$ cat src/rtl/mem_arb_pkg.sv
// Shared types and constants for the unified-memory arbiter.
package mem_arb_pkg;

  typedef enum logic [1:0] {
    IDLE   = 2'd0,
    I_WAIT = 2'd1,
    D_WAIT = 2'd2
  } arb_state_t;

  localparam logic [3:0] BE_WORD = 4'hF;
  localparam int         LANES   = 4;

endpackage

$ cat src/rtl/byte_lane_fmt.sv
// Byte-lane steering for the data port: store-side enables/replication and
// load-side lane select with sign extension (lb semantics).
module byte_lane_fmt
  import mem_arb_pkg::*;
(
  input  logic                 st_worb,
  input  logic [1:0]           st_off,
  input  logic [LANES*8-1:0]   st_wdata,
  output logic [LANES-1:0]     st_be,
  output logic [LANES*8-1:0]   st_data,
  input  logic                 ld_worb,
  input  logic [1:0]           ld_off,
  input  logic [LANES*8-1:0]   ld_rdata,
  output logic [LANES*8-1:0]   ld_data
);

  function automatic logic [LANES*8-1:0] sext_lane(input logic [LANES*8-1:0] word,
                                                   input logic [1:0] off);
    logic signed [7:0]         lane;
    logic signed [LANES*8-1:0] ext;
    case (off)
      2'd0:    lane = word[7:0];
      2'd1:    lane = word[15:8];
      2'd2:    lane = word[23:16];
      default: lane = word[31:24];
    endcase
    ext = lane;
    return ext;
  endfunction

  // Store path: word writes pass through, byte writes replicate the low byte
  // to every lane and let the enable pick the target lane.
  always_comb begin
    st_be   = BE_WORD;
    st_data = st_wdata;
    if (!st_worb) begin
      st_be   = 4'b0001 << st_off;
      st_data = {LANES{st_wdata[7:0]}};
    end
  end

  // Load path: uses the size/offset captured at issue, not the live request.
  always_comb begin
    ld_data = ld_worb ? ld_rdata : sext_lane(ld_rdata, ld_off);
  end

endmodule

$ cat src/rtl/mem_arbiter.sv
// Arbitrates a single-ported synchronous-read memory between the fetch and
// data ports of the core; one access outstanding, data wins ties, and a
// port's own completion cycle hands priority to the other port.
module mem_arbiter
  import mem_arb_pkg::*;
#(
  parameter int AW = 32,
  parameter int DW = 32
) (
  input  logic          clk,
  input  logic          reset,
  input  logic          if_req,
  input  logic [AW-1:0] if_addr,
  output logic [DW-1:0] if_rdata,
  output logic          if_valid,
  input  logic          d_req,
  input  logic          d_we,
  input  logic          d_worb,
  input  logic [AW-1:0] d_addr,
  input  logic [DW-1:0] d_wdata,
  output logic [DW-1:0] d_rdata,
  output logic          d_valid,
  output logic          d_misalign,
  output logic          stall_if,
  output logic          stall_d,
  output logic          mem_en,
  output logic          mem_we,
  output logic [3:0]    mem_be,
  output logic [AW-1:0] mem_addr,
  output logic [DW-1:0] mem_wdata,
  input  logic [DW-1:0] mem_rdata
);

  arb_state_t      state, state_next;
  logic            issue_if, issue_d;
  logic            if_vld_p1, d_vld_p1, mis_p1;
  logic [1:0]      off_p1;
  logic            worb_p1;
  logic [3:0]      st_be;
  logic [DW-1:0]   st_data;
  logic [DW-1:0]   ld_data;
  logic            unused_if_lsb;

  assign unused_if_lsb = ^if_addr[1:0];

  byte_lane_fmt u_fmt (
    .st_worb  (d_worb),
    .st_off   (d_addr[1:0]),
    .st_wdata (d_wdata),
    .st_be    (st_be),
    .st_data  (st_data),
    .ld_worb  (worb_p1),
    .ld_off   (off_p1),
    .ld_rdata (mem_rdata),
    .ld_data  (ld_data)
  );

  // Eligibility, priority, next state and the combinational memory command.
  always_comb begin
    issue_d    = !reset && d_req && (state != D_WAIT);
    issue_if   = !reset && if_req && (state != I_WAIT) && !issue_d;
    state_next = IDLE;
    mem_en     = 1'b0;
    mem_we     = 1'b0;
    mem_be     = 4'h0;
    mem_addr   = '0;
    mem_wdata  = '0;
    if (issue_d) begin
      state_next = D_WAIT;
      mem_en     = 1'b1;
      mem_we     = d_we;
      mem_be     = st_be;
      mem_addr   = {d_addr[AW-1:2], 2'b00};
      mem_wdata  = st_data;
    end else if (issue_if) begin
      state_next = I_WAIT;
      mem_en     = 1'b1;
      mem_be     = BE_WORD;
      mem_addr   = {if_addr[AW-1:2], 2'b00};
    end
  end

  // State register.
  always_ff @(posedge clk) begin
    if (reset) state <= IDLE;
    else       state <= state_next;
  end

  // Issue -> completion: response tags one cycle behind the issue decision.
  always_ff @(posedge clk) begin
    if (reset) begin
      if_vld_p1 <= 1'b0;
      d_vld_p1  <= 1'b0;
      mis_p1    <= 1'b0;
    end else begin
      if_vld_p1 <= issue_if;
      d_vld_p1  <= issue_d;
      mis_p1    <= issue_d && d_worb && (d_addr[1:0] != 2'b00);
    end
  end

  // Load formatting tags captured at data issue.
  always_ff @(posedge clk) begin
    if (issue_d) begin
      off_p1  <= d_addr[1:0];
      worb_p1 <= d_worb;
    end
  end

  // Responses; reset suppresses any completion still in flight.
  always_comb begin
    if_valid   = if_vld_p1 && !reset;
    d_valid    = d_vld_p1 && !reset;
    d_misalign = mis_p1 && !reset;
    if_rdata   = if_valid ? mem_rdata : '0;
    d_rdata    = d_valid ? ld_data : '0;
    stall_if   = if_req && !if_valid;
    stall_d    = d_req && !d_valid;
  end

endmodule

$ cat config.mk
export PLATFORM = sky130hd
export DESIGN_NAME = mem_arbiter
export DESIGN_NICKNAME = d
export VERILOG_FILES = /design/src/rtl/mem_arb_pkg.sv /design/src/rtl/byte_lane_fmt.sv /design/src/rtl/mem_arbiter.sv
export SDC_FILE = /design/constraint.sdc
export NUM_CORES = 1
export LEC_CHECK = 0
export CAP_MARGIN = 20
export CORE_AREA = 2 2 107 109
export CTS_CLUSTER_DIAMETER = 40
export CTS_CLUSTER_SIZE = 24
export DETAILED_ROUTE_END_ITERATION = 6
export DIE_AREA = 0 0 109 111
export GPL_TIMING_DRIVEN = 0
export HOLD_SLACK_MARGIN = 0.12
export PLACE_DENSITY = 0.72
export SYNTH_ARGS = -nofsm -noshare
export SYNTH_HDL_FRONTEND = slang
export SYNTH_SLANG_ARGS = --single-unit
$ cat constraint.sdc
create_clock -name clk -period 1.8 [get_ports clk]
set_input_delay 0.36 -clock clk [delete_from_list [all_inputs] [get_ports clk]]
set_output_delay 0.36 -clock clk [all_outputs]
set_load 0.01 [all_outputs]
==> impl_metrics.toml, run 1 <==
[drt]
post_drt_via_cell_ratio = 4.504
ant_nets = 0
via_count = 3324
drc_errors = 0
totalWireLength_um = 12260
post_drt_wl_per_cell_um = 16.61
drt_first_pass_iters = 4
drtIter0Drc = 157

[clocking]
cts_hold_buf = 0
worstSkewPairLatency_ns = 0.23
cts_max_level = 1
root_buffer = "clkbuf_16"
clk_path_buf_depth = 2
numCtsBuffers = 3
cts_tree = "done"
clkTransAtPathRegs_ns = 0.04
cts_sinks = 7

[setup_path]
required_ns = 1.44
arrival_ns = 1.84
worstPathMaxFanout = 4
setup.worst_path.class = "flip-flop to primary output"
setup.worst_path.start_class = "flip-flop"
crit_path_max_incr_delay_ns = 0.46
worstSetupEndpointType = "primary output"
cp_cell_sequence = "mux2_4, o221ai_4, buf_6, buf_6, buf_6, a21oi_2, buf_2"
worst_path_most_repeated_cell = "buf_6"
cp-startpoint = "off_p1[0]"
crit_slowest_cell = "edfxtp_1"
reg2reg_from = "state[1]"

[global_route]
grt_max_degree = 11
antenna_found_initial = 0
gr-usage-all-layers = 0.1826
grt_pass1_vias = 3346
grt_use_met3 = 0.03762
top_usage_layer = "met2"
grt_pass1_wl_um = 17440
use_met2 = 0.3590
grt_overflow = 0
met1_usage = 0.1888

[layout]
multi_input_area_sq_mm = 0.001574
diodes = 0
nets = 730
final_cell_mix = "clkdlybuf4s50_1 (123), buf_2 (96), a21oi_2 (40)"
final_common_cell = "clkdlybuf4s50_1"
syn_to_final_growth_pct = 180.9
drive_gt1_frac = 0.4437
seqCellArea_sq_um = 177.7
fillers = 1118

[synth]
synth_top_family_by_area = "compound AO/OA/AOI/OAI gates"
yosys_warnings = 0
netlist_area_sq_mm = 0.001805
synth_seq_area_share = 0.09425
synthAdderAreaFrac = 0
synth-compound-area-share = 0.3964
syn_avg_cell_area_sq_um = 6.518
synthXorXnorAreaFrac = 0
yosys.area_share.simple = 0.2994
ys_types = 35
async_reset_ff_frac = 0
synth_edf_count = 3
syn_inst = 277
synth.area.mux_share = 0.05128
ys.flop_type = "dfxtp_1"
ys_ff_latch = 7

[placed_design]
gp_congestion = 0.8179
place_hpwl_um = 9315
port_buffers = 268

[die]
ioPinCount = 273
die_h_um = 111
die_area_sq_mm = 0.01210
coreArea_sq_mm = 0.01108
start_util = 0.1630
num_rows = 39
fp.dieW_um = 109

[timing]
final.min_clock_period_ns = 2.195
rsz0062_at_grt = "yes"
drv_slew = 0
fin_ws_ns = -0.3954
whs_ns = 0.4949
fin_crit_sh = 1.220
setup_viol_count_final = 79
skew_ns = 0.001701
final.setup.tns_ns = -15.39
final-hold-violation-count = 0
fmax_ghz = 0.4555

[power_and_ir_drop]
power_density_mw_per_mm2 = 314.0
peakVddDrop_mv = 0.2179
p_leak_nw = 2.570

[flow_run]
cap_violations = 0

[status]
violations = "negative setup slack"
status = "finished, violations left"

[hold_path]
hp-start = "d_worb"
min_path_type = "input port to flip-flop"
-- state kept, by name (all words and copies together), names as in the netlist --
signal,cells
if_vld_p1,1
mis_p1,1
off_p1,2
state,2
worb_p1,1
-- area by class of cell --
class                           count  share of cell area
Timing Repair Buffer              316              0.5195
Multi-Input combinational cell    214              0.3103
Buffer                             25             0.06117
Tap cell                          143             0.03527
Sequential cell                     7             0.03503
Inverter                           29             0.02294
Clock buffer                        3             0.01480
Clock inverter                      1           0.0009867
-- kinds of logic after synthesis --
family	Yosys count
buffers and inverters	57
AOI/OAI and AO/OA	103
DFF	7
muxes	9
and+or+nand+nor	100
other	1
-- per-layer routing --
layer,vias up,share of wire
met4,0,0.023
met3,20,0.088
met5,-,0
met2,182,0.54
met1,1531,0.35
li1,1591,-
-- worst max-delay path, delay by kind of cell (launching register included) --
| family | cells | cell delay (ns) |
|---|---|---|
| buffers and inverters | 4 | 0.52 |
| muxes | 1 | 0.35 |
| AOI/OAI and AO/OA | 2 | 0.27 |
| DFF | 1 | 0.46 |
-- synth_stat cells, types with 2 or more instances --
cell type  instances  area, sq um
inv_1             28        105.1
dfxtp_1            4        80.08
mux2i_1            7        70.07
buf_6              5        56.30
nand2b_1          11        68.82
mux2_2             2        22.52
a21oi_1           53        265.3
edfxtp_1           3        90.09
nand2_1           25        93.84
o21bai_1           4        30.03
o211a_1            2        20.02
o21a_1             2        15.01
o21ai_0            2        10.01
nor2_1            13        48.80
buf_4              5        37.54
and2_1            41        256.5
nor2b_1            2        12.51
a22o_1            30        262.8
a221o_1            6        60.06
buf_2             10        50.05
and2b_1            2        15.01
clkbuf_1           7        26.28
-- final timing paths --
check,endpoint,slack [ns],depth (start not counted)
setup / recovery,d_rdata[12],-0.40,7
hold / removal,worb_p1,0.49,1
setup reg to reg,worb_p1,0.49,6
hold reg to reg,if_vld_p1,0.67,2
-- stage by stage --
step / cells / power (mW) / util / worst slack, ns / instance area, sq um
2_1_floorplan: 278 / 0.4965 / - / 0.1635 / 1809
3_3_place_gp: 689 / 1.116 / 0.4217 / -1.161 / 4671
3_5_place_dp: 689 / 1.125 / 0.4217 / -1.141 / 4671
4_1_cts: 734 / 1.556 / 0.4506 / -0.3841 / 4991
5_1_grt: 738 / 1.678 / 0.4579 / -0.4331 / 5072
6_report: 738 / 1.593 / 0.4579 / -0.3954 / 5072
-- repair_timing --
action                     in CTS  in global routing
resized for setup             589                 85
setup buffers                  36                  5
setup endpoints to repair     138                121
gates cloned                    5                  4
pin swaps                       6                  8
-- power breakdown --
part | switching [mW] | leakage [nW] | internal (mW)
registers | 0.00797 | 0.0622 | 0.174
logic | 0.429 | 2.47 | 0.608
clock network | 0.0831 | 0.0409 | 0.291
total | 0.520 | 2.57 | 1.07
No activity file was read; power rests on OpenSTA's default activity.
==> run 2: changes to the inputs <==
Settings changed: TNS_END_PERCENT from default to 10.
==> impl_metrics.toml, run 2 (synthesized netlist as in run 1, its figures left out) <==
[timing]
final.min_clock_period_ns = 2.186
rsz0062_at_grt = "yes"
fin_crit_sh = 1.214
skew_ns = 0.0005601
fin_ws_ns = -0.3858
final-hold-violation-count = 0
final.setup.tns_ns = -12.98
setup_viol_count_final = 72
fmax_ghz = 0.4575
drv_slew = 0

[die]
fp.dieW_um = 109
die_area_sq_mm = 0.01210
start_util = 0.1630
num_rows = 39
coreArea_sq_mm = 0.01108
die_h_um = 111
ioPinCount = 273

[layout]
diodes = 0
utilization = 0.4245
top_regs = "off_p1: 2 flops, state: 2 flops"
syn_to_final_growth_pct = 160.4
drive_gt1_frac = 0.3128
design_area_sq_mm = 0.004702
final_common_cell = "clkdlybuf4s50_1"
final_cell_mix = "clkdlybuf4s50_1 (124), buf_2 (81), a21oi_1 (44)"
nets = 704

[placed_design]
port_buffers = 268
pre_cts_ws_ns = -1.141
placed_area_sq_mm = 0.004671
gp_congestion = 0.8179
place_hpwl_um = 9315

[setup_path]
worstSetupEndpointType = "primary output"
required_ns = 1.44
worstPathMaxFanout = 4
setup.worst_path.start_class = "flip-flop"
r2r_end = "off_p1[0]"
reg2reg_depth = 4
reg2reg_from = "state[0]"
reg2reg_slack_ns = 0.64
arrival_ns = 1.83
setup.worst_path.class = "flip-flop to primary output"

[clocking]
cts_hold_buf = 0
cts_max_level = 1
worstSkewPairLatency_ns = 0.23
clkTransAtPathRegs_ns = 0.04
cts_sinks = 7
numCtsBuffers = 3
cts_tree = "done"
root_buffer = "clkbuf_16"
clk_path_buf_depth = 2

[drt]
ant_nets = 0
met3_length_um = 1024
totalWireLength_um = 11320
drc_errors = 0
top_layer = "met4"
post_drt_wl_per_cell_um = 15.90
drt_first_pass_iters = 5
met2WireLength_um = 5972
post_drt_via_cell_ratio = 4.426
via_count = 3151
wl_met1_um = 4077
drtIter0Drc = 117

[power_and_ir_drop]
peakVddDrop_mv = 0.2108
swShare = 0.3231
switchingPower_mw = 0.4756
power_density_mw_per_mm2 = 313.0
p_clk_frac = 0.256
internal_power_mw = 0.9963
p_leak_nw = 2.467
power.share.sequential = 0.124
power.total_mw = 1.472
power_frac_comb = 0.620

[global_route]
grt_pass1_vias = 3155
gr-usage-all-layers = 0.1710
grt_max_degree = 13
antenna_found_initial = 0
grt_pass1_wl_um = 16360
grt_overflow = 0

[hold_path]
holdPathStages = 1
hp-start = "d_worb"
min_path_type = "input port to flip-flop"
hold_end = "worb_p1"

[flow_run]
cap_violations = 0

[status]
violations = "negative setup slack"
status = "finished, violations left"
## run 2: cell count changes in the layout (fill, tap and decap cells not counted), moves of 4 or more
cell,before,now
clkbuf_16,7,3
clkbuf_2,26,13
a21oi_2,40,7
buf_6,37,23
clkdlybuf4s15_2,1,7
buf_8,8,3
buf_4,19,15
a21oi_1,13,44
dlygate4sd2_1,14,32
buf_2,96,81
## run 2: timing repair
item,CTS,global route
cloned,2,0
buffers inserted,14,3
gates resized for setup,460,63
setup endpoints to repair,138,112
pin swaps,3,3
## run 2: worst max-delay path: stages (launching register included)
cell and delay [ns]:
edfxtp_1 0.47, mux2_4 0.35, o221ai_4 0.23, buf_6 0.14
buf_6 0.12, buf_6 0.11, a21oi_2 0.03, buf_2 0.15
## run 2: power by group through the flow
stage | logic (mW) | clock network, mW | registers, mW
floorplan | 0.315 | 0 | 0.182
global placement | 0.932 | 0 | 0.184
CTS | 0.902 | 0.382 | 0.183
global route | 0.975 | 0.393 | 0.184
detailed placement | 0.940 | 0 | 0.185
finish | 0.913 | 0.377 | 0.183
## run 2: worst max-delay path by stage
| stage | cells past startpoint | slack, ns | from | to |
|---|---|---|---|---|
| floorplan | 4 | 0.16 | off_p1[1] | d_rdata[11] |
| global placement | 7 | -1.16 | d_worb | mem_wdata[27] |
| detailed placement | 7 | -1.14 | d_worb | mem_wdata[27] |
| CTS | 7 | -0.42 | off_p1[0] | d_rdata[24] |
| global route | 7 | -0.46 | off_p1[0] | d_rdata[24] |
| finish | 7 | -0.39 | off_p1[0] | d_rdata[12] |
## run 2: stage by stage
step	hold WS, ns	std cells
final	0.4913	712
after global routing	0.5013	712
after CTS	0.4963	709
after detailed placement	0.6532	689
after global placement	0.6209	689
after floorplan	0.4589	278
## run 2: layout make-up
cell class                 instances  area (sq um)
fill                            1124          6375
timing repair buffer             287          2384
multi-input combinational        214          1464
buffer                            28         304.0
tap                              143         178.9
sequential                         7         177.7
inverter                          29         113.9
clock buffer                       3         75.07
clock inverter                     1         5.005
## run 2: routing by layer
| layer | global-route usage | vias up |
|---|---|---|
| met5 | 0 | - |
| met4 | 0.04359 | 0 |
| met3 | 0.03762 | 15 |
| met2 | 0.3371 | 188 |
| met1 | 0.1756 | 1417 |
| li1 | - | 1531 |
==> run 3: changes to the inputs <==
Settings changed: SLEW_MARGIN from default to 30.
==> results of run 3 <==
The final DEF is identical to that of run 2; final timing and power are the same.
